### config.mk
export PLATFORM = sky130hd
export DESIGN_NAME = uart_tx_port
export DESIGN_NICKNAME = d
export VERILOG_FILES = /design/src/rtl/uart_tx_port.sv
export SDC_FILE = /design/constraint.sdc
export NUM_CORES = 1
export LEC_CHECK = 0
export ABC_AREA = 1
export ABC_CLOCK_PERIOD_IN_PS = 3300
export CAP_MARGIN = 10
export CORE_MARGIN = 1
export CORE_UTILIZATION = 62
export CTS_CLUSTER_DIAMETER = 60
export CTS_CLUSTER_SIZE = 14
export DETAILED_ROUTE_END_ITERATION = 8
export PLACE_DENSITY_LB_ADDON = 0.15
export SKIP_CTS_REPAIR_TIMING = 1
export SLEW_MARGIN = 25
export SYNTH_ARGS = -nofsm -noshare
export SYNTH_HDL_FRONTEND = slang
export SYNTH_SLANG_ARGS = --single-unit
### constraint.sdc
create_clock -name clk -period 3.3 [get_ports clk]
set_input_delay 0.495 -clock clk [delete_from_list [all_inputs] [get_ports clk]]
set_output_delay 0.495 -clock clk [all_outputs]
set_load 0.02 [all_outputs]
### src/rtl/uart_tx_port.sv
// Memory-mapped 8N1 serial transmitter for the 8-bit CPU bus.
// Stores to the data address fill a small FIFO; the status address reports FIFO and line state.
module uart_tx_port #(
    parameter logic [7:0] ADDR_DATA    = 8'hFE,
    parameter logic [7:0] ADDR_STAT    = 8'hFF,
    parameter int         CLKS_PER_BIT = 16,
    parameter int         FIFO_AW      = 2
) (
    input  logic       clk,
    input  logic       reset,
    input  logic       read,
    input  logic       write,
    input  logic [7:0] address,
    input  logic [7:0] data_in,
    output logic [7:0] data_out,
    output logic       sel,
    output logic       ready,
    output logic       tx,
    output logic       busy
);

    localparam int DEPTH = 1 << FIFO_AW;
    localparam int CNTW  = FIFO_AW + 1;
    localparam int CW    = (CLKS_PER_BIT > 2) ? $clog2(CLKS_PER_BIT) : 1;

    localparam logic [CW-1:0]      BAUD_TOP  = CW'(CLKS_PER_BIT - 1);
    localparam logic [CW-1:0]      BAUD_ZERO = {CW{1'b0}};
    localparam logic [CW-1:0]      BAUD_ONE  = CW'(1);
    localparam logic [CNTW-1:0]    CNT_FULL  = CNTW'(DEPTH);
    localparam logic [CNTW-1:0]    CNT_ZERO  = {CNTW{1'b0}};
    localparam logic [FIFO_AW-1:0] PTR_ONE   = FIFO_AW'(1);

    localparam logic [1:0] ST_IDLE  = 2'd0;
    localparam logic [1:0] ST_START = 2'd1;
    localparam logic [1:0] ST_DATA  = 2'd2;
    localparam logic [1:0] ST_STOP  = 2'd3;

    logic [1:0]         state_r, state_nxt_s;
    logic [CW-1:0]      cnt_r, cnt_nxt_s;
    logic [2:0]         bit_idx_r, bit_idx_nxt_s;
    logic [7:0]         shift_r, shift_nxt_s;
    logic               tx_r, tx_nxt_s;
    logic               busy_r, ready_r, overflow_r;
    logic [7:0]         data_out_r;
    logic [CNTW-1:0]    count_r, count_nxt_s;
    logic [FIFO_AW-1:0] wr_ptr_r, rd_ptr_r;
    logic [7:0]         fifo_mem_r [DEPTH];

    logic       hit_data_s, hit_stat_s, access_s, rd_acc_s;
    logic       full_s, empty_s, push_s, pop_s, ovf_set_s, ovf_clr_s;
    logic [3:0] cnt4_s;
    logic [7:0] status_s;

    assign hit_data_s = (address == ADDR_DATA);
    assign hit_stat_s = (address == ADDR_STAT);
    assign sel        = hit_data_s | hit_stat_s;
    assign access_s   = (read | write) & sel;
    assign rd_acc_s   = read & ~write & sel;
    assign full_s     = (count_r == CNT_FULL);
    assign empty_s    = (count_r == CNT_ZERO);
    assign pop_s      = (state_r == ST_IDLE) & ~empty_s;
    // Fullness is judged before any same-cycle pop, so a push into a full FIFO always drops.
    assign push_s     = write & hit_data_s & ~full_s;
    assign ovf_set_s  = write & hit_data_s & full_s;
    assign ovf_clr_s  = write & hit_stat_s;
    assign cnt4_s     = 4'(count_r);
    assign status_s   = {cnt4_s, overflow_r, (state_r != ST_IDLE), empty_s, full_s};
    assign count_nxt_s = count_r + CNTW'(push_s) - CNTW'(pop_s);

    assign data_out = data_out_r;
    assign ready    = ready_r;
    assign tx       = tx_r;
    assign busy     = busy_r;

    // Next-state logic of the serialiser; tx_nxt_s is the line level for the state being entered.
    always_comb begin
        state_nxt_s   = state_r;
        cnt_nxt_s     = cnt_r;
        bit_idx_nxt_s = bit_idx_r;
        shift_nxt_s   = shift_r;
        tx_nxt_s      = 1'b1;
        case (state_r)
            ST_IDLE: begin
                if (pop_s) begin
                    shift_nxt_s = fifo_mem_r[rd_ptr_r];
                    cnt_nxt_s   = BAUD_TOP;
                    state_nxt_s = ST_START;
                    tx_nxt_s    = 1'b0;
                end else begin
                    cnt_nxt_s   = BAUD_ZERO;
                end
            end
            ST_START: begin
                if (cnt_r == BAUD_ZERO) begin
                    state_nxt_s   = ST_DATA;
                    bit_idx_nxt_s = 3'd0;
                    cnt_nxt_s     = BAUD_TOP;
                    tx_nxt_s      = shift_r[0];
                end else begin
                    cnt_nxt_s = cnt_r - BAUD_ONE;
                    tx_nxt_s  = 1'b0;
                end
            end
            ST_DATA: begin
                if (cnt_r == BAUD_ZERO) begin
                    cnt_nxt_s     = BAUD_TOP;
                    shift_nxt_s   = {1'b0, shift_r[7:1]};
                    bit_idx_nxt_s = bit_idx_r + 3'd1;
                    if (bit_idx_r == 3'd7) begin
                        state_nxt_s = ST_STOP;
                        tx_nxt_s    = 1'b1;
                    end else begin
                        tx_nxt_s    = shift_r[1];
                    end
                end else begin
                    cnt_nxt_s = cnt_r - BAUD_ONE;
                    tx_nxt_s  = shift_r[0];
                end
            end
            ST_STOP: begin
                if (cnt_r == BAUD_ZERO) begin
                    state_nxt_s = ST_IDLE;
                end else begin
                    cnt_nxt_s = cnt_r - BAUD_ONE;
                end
            end
            default: begin
                state_nxt_s = ST_IDLE;
                cnt_nxt_s   = BAUD_ZERO;
            end
        endcase
    end

    // Serialiser, FIFO pointers/count and busy flag.
    always_ff @(posedge clk or negedge reset) begin
        if (!reset) begin
            state_r   <= ST_IDLE;
            cnt_r     <= BAUD_ZERO;
            bit_idx_r <= 3'd0;
            shift_r   <= 8'h00;
            tx_r      <= 1'b1;
            busy_r    <= 1'b0;
            count_r   <= CNT_ZERO;
            wr_ptr_r  <= {FIFO_AW{1'b0}};
            rd_ptr_r  <= {FIFO_AW{1'b0}};
        end else begin
            state_r   <= state_nxt_s;
            cnt_r     <= cnt_nxt_s;
            bit_idx_r <= bit_idx_nxt_s;
            shift_r   <= shift_nxt_s;
            tx_r      <= tx_nxt_s;
            busy_r    <= (state_nxt_s != ST_IDLE) | (count_nxt_s != CNT_ZERO);
            count_r   <= count_nxt_s;
            if (push_s) begin
                wr_ptr_r <= wr_ptr_r + PTR_ONE;
            end
            if (pop_s) begin
                rd_ptr_r <= rd_ptr_r + PTR_ONE;
            end
        end
    end

    // FIFO storage.
    always_ff @(posedge clk or negedge reset) begin
        if (!reset) begin
            for (int i = 0; i < DEPTH; i++) begin
                fifo_mem_r[i] <= 8'h00;
            end
        end else if (push_s) begin
            fifo_mem_r[wr_ptr_r] <= data_in;
        end
    end

    // Bus acknowledge, read data and sticky overflow flag.
    always_ff @(posedge clk or negedge reset) begin
        if (!reset) begin
            ready_r    <= 1'b0;
            data_out_r <= 8'h00;
            overflow_r <= 1'b0;
        end else begin
            ready_r <= access_s;
            if (rd_acc_s) begin
                data_out_r <= hit_stat_s ? status_s : 8'h00;
            end
            if (ovf_clr_s) begin
                overflow_r <= 1'b0;
            end else if (ovf_set_s) begin
                overflow_r <= 1'b1;
            end
        end
    end

endmodule
==> flow_metrics.py <==
metrics = {
    "status": {
        "status": "finished clean",
    },
    "placed_design": {
        "port_buffers": 30,
        "dp_slack_ns": 0.351,
        "place_congestion": 0.807,
        "place_area_um2": 3760,
        "dp_hpwl_um": 5130,
    },
    "worst_setup_path": {
        "cp_slowest_cell": "fa_1",
        "crit_path_start_kind": "primary input",
        "crit_chain": "clkdlybuf4s50_1 > nand2_1 > nor2_1 > nand3_2 > nor2_4 > inv_2 > ha_1 > inv_1 > ha_1 > fa_1 > nor2_1 > nand3_1 > nor2_1 > nand2_1",
        "slowest_delay_ns": 0.47,
        "crit_top_cell": "nor2_1",
        "cp-end-kind": "register",
        "worst_r2r_path_depth": 12,
        "arrival_ns": 2.82,
        "critical_path_class": "primary input to register",
        "r2r-start": "state_r[1]",
        "r2r-end": "busy",
        "r2r_slack_ns": 0.80,
        "path_max_fanout": 2,
        "cp.required_ns": 3.54,
    },
    "global_route": {
        "grt_max_degree": 40,
        "grtUsageTotal": 0.278,
        "grt_antenna_before_repair": 0,
        "grt_pass1_wl_um": 12700,
        "grt_pass1_vias": 2853,
        "grt_overflow": 0,
    },
    "detailed_routing": {
        "wl_um": 7380,
        "wl_met2_um": 3660,
        "postRouteAntennaNets": 0,
        "post-route-drc-count": 0,
        "first_pass_iters": 6,
        "wl_per_cell_um": 13.5,
        "drt_iter0_markers": 215,
        "drt-met1-wl_um": 3250,
        "vias": 2875,
        "viasPerCell": 5.28,
        "top_layer": "met4",
        "dr_wl_met3_um": 344,
    },
    "layout": {
        "layout.cells.most_common_list": "196 x nand2_1, 66 x dfrtp_1, 63 x nand3_1, 29 x clkdlybuf4s50_1, 26 x inv_1",
        "final_area_um2": 3950,
        "fill_cells": 398,
        "insertedDiodeCount": 0,
        "multi_input_area_um2": 1560,
        "fin_util": 0.755,
        "nNetsFinal": 504,
        "area_growth_pct": 14.8,
        "final_common_cell": "nand2_1",
        "final_layout_size_suffix_gt1_frac": 0.0737,
        "regArea_um2": 1680,
    },
    "clock_tree": {
        "cts_sinks": 67,
        "clk_latency_ns": 0.35,
        "ctsLongestPathBuffers": 2,
        "clk_pin_slew_ns": 0.07,
        "cts_tree": "built",
        "root_buffer": "clkbuf_8",
        "htree_levels": 3,
        "cts_buffers": 9,
    },
    "sta": {
        "clock_skew_ns": 0.00675,
        "maxSlewViolCount": 0,
        "fin_ws_ns": 0.719,
        "worst_pin_slew_ns": 0.858,
        "setup_viol": 0,
        "slew_headroom": 0.428,
        "fmax_ghz": 0.387,
        "rsz0062_at_grt": "false",
        "final_hold_viol_count": 0,
        "setup_tns_ns": 0,
        "period_minus_slack_ns": 2.58,
        "finalCritPeriodShare": 0.782,
    },
    "logic_synthesis": {
        "async_flop_share": 1.00,
        "synth_warnings": 0,
        "yosys.area.top_type": "dfrtp_1",
        "seq_area_frac_synth": 0.487,
        "ys_seq_elements": 67,
        "synth_edf_count": 0,
        "synth_area_per_cell_um2": 7.83,
        "ys.flop_type": "dfrtp_1",
        "ys_types": 29,
        "synthTopCellsByArea": "dfrtp_1 48%, nand2_1 21%, nand3_1 9.2%, ha_1 4.7%, inv_1 2.8%",
        "synth_area_um2": 3440,
        "synthCells": 440,
        "syn-num-nets": 474,
        "yosys.area.top_type_share": 0.480,
    },
    "pwr": {
        "pwr_density_cell_nw_per_um2": 418,
        "peakVddDrop_mv": 0.321,
        "p_leak_uw": 0.00213,
    },
    "floorplanning": {
        "dieArea_um2": 5860,
        "die_w_um": 76.5,
        "rows": 26,
        "core_um2": 5240,
        "top_level_ports": 32,
        "initial_core_util": 0.657,
        "die_h_um": 76.5,
    },
    "worst_hold_path": {
        "worstHoldPathType": "primary input to asynchronous set/reset pin",
    },
    "job": {
        "maxCapViolCount": 0,
    },
}
logic make-up after synthesis:
family,synth area share
AO/OA/AOI/OAI,0.0349
buffers and inverters,0.0596
AND/OR/NAND/NOR,0.359
other,0.00109
flip-flops,0.487
XOR/XNOR,0.00509
adder cells (fa/ha/maj),0.0531
layer usage:
metal | track usage | vias to the layer above
met5 | 0 | -
met4 | 0.117 | 0
met3 | 0.0683 | 14
met2 | 0.471 | 83
met1 | 0.337 | 1330
li1 | - | 1448
cell usage after synthesis (4+ instances only):
| master | instances |
|---|---|
| inv_2 | 4 |
| ha_1 | 13 |
| nand2_4 | 4 |
| dfrtp_1 | 66 |
| o21ai_0 | 11 |
| buf_4 | 4 |
| nand3_1 | 63 |
| buf_2 | 8 |
| inv_1 | 26 |
| nor2_1 | 15 |
| a21oi_1 | 7 |
| nand2_1 | 196 |
worst max-delay path, delay by kind of cell:
family	cells	cell delay, ns
buf+inv	3	0.55
simple gates	8	0.87
fa+ha+maj	3	0.92
worst max path at each step:
stage                     slack, ns       start  endpoint  cells after the start
final                          0.72  address[3]      busy                     14
after global routing           0.54  address[2]      busy                     14
after CTS                      0.70  address[5]      busy                     14
after detailed placement       0.35  address[5]      busy                     14
after global placement         0.50  address[5]      busy                     14
after floorplan                0.83  address[5]      busy                     14
through the flow:
stage                     hold slack, ns  total power (µW)  instances
after CTS                          0.275              1650        545
after detailed placement           0.459               985        529
after floorplan                    0.199               922        440
after global routing               0.314              1710        545
after global placement             0.453               982        529
final                              0.250              1650        545
flip-flops by register name, indices dropped and copies added (netlist names), 2 cells and up:
register / flops
shift_r: 8
rd_ptr_r: 2
count_r: 3
cnt_r: 4
data_out: 7
state_r: 2
fifo_mem_r: 32
bit_idx_r: 3
wr_ptr_r: 2
power breakdown:
| group | total (µW) | leakage, µW | switching [µW] | internal, µW |
|---|---|---|---|---|
| Sequential | 850 | 0.000878 | 11.7 | 838 |
| Clock | 682 | 0.0000991 | 316 | 366 |
| Combinational | 123 | 0.00115 | 79.3 | 43.2 |
| Total | 1650 | 0.00213 | 407 | 1250 |
area by class of cell:
class	count	area share
Tap cell	70	0.0222
Inverter	31	0.0294
Clock buffer	11	0.0358
Multi-Input combinational cell	328	0.395
Timing Repair Buffer	33	0.0804
Sequential cell	67	0.424
Clock inverter	5	0.0133
Note: power is estimated with default switching activity, not from simulation.
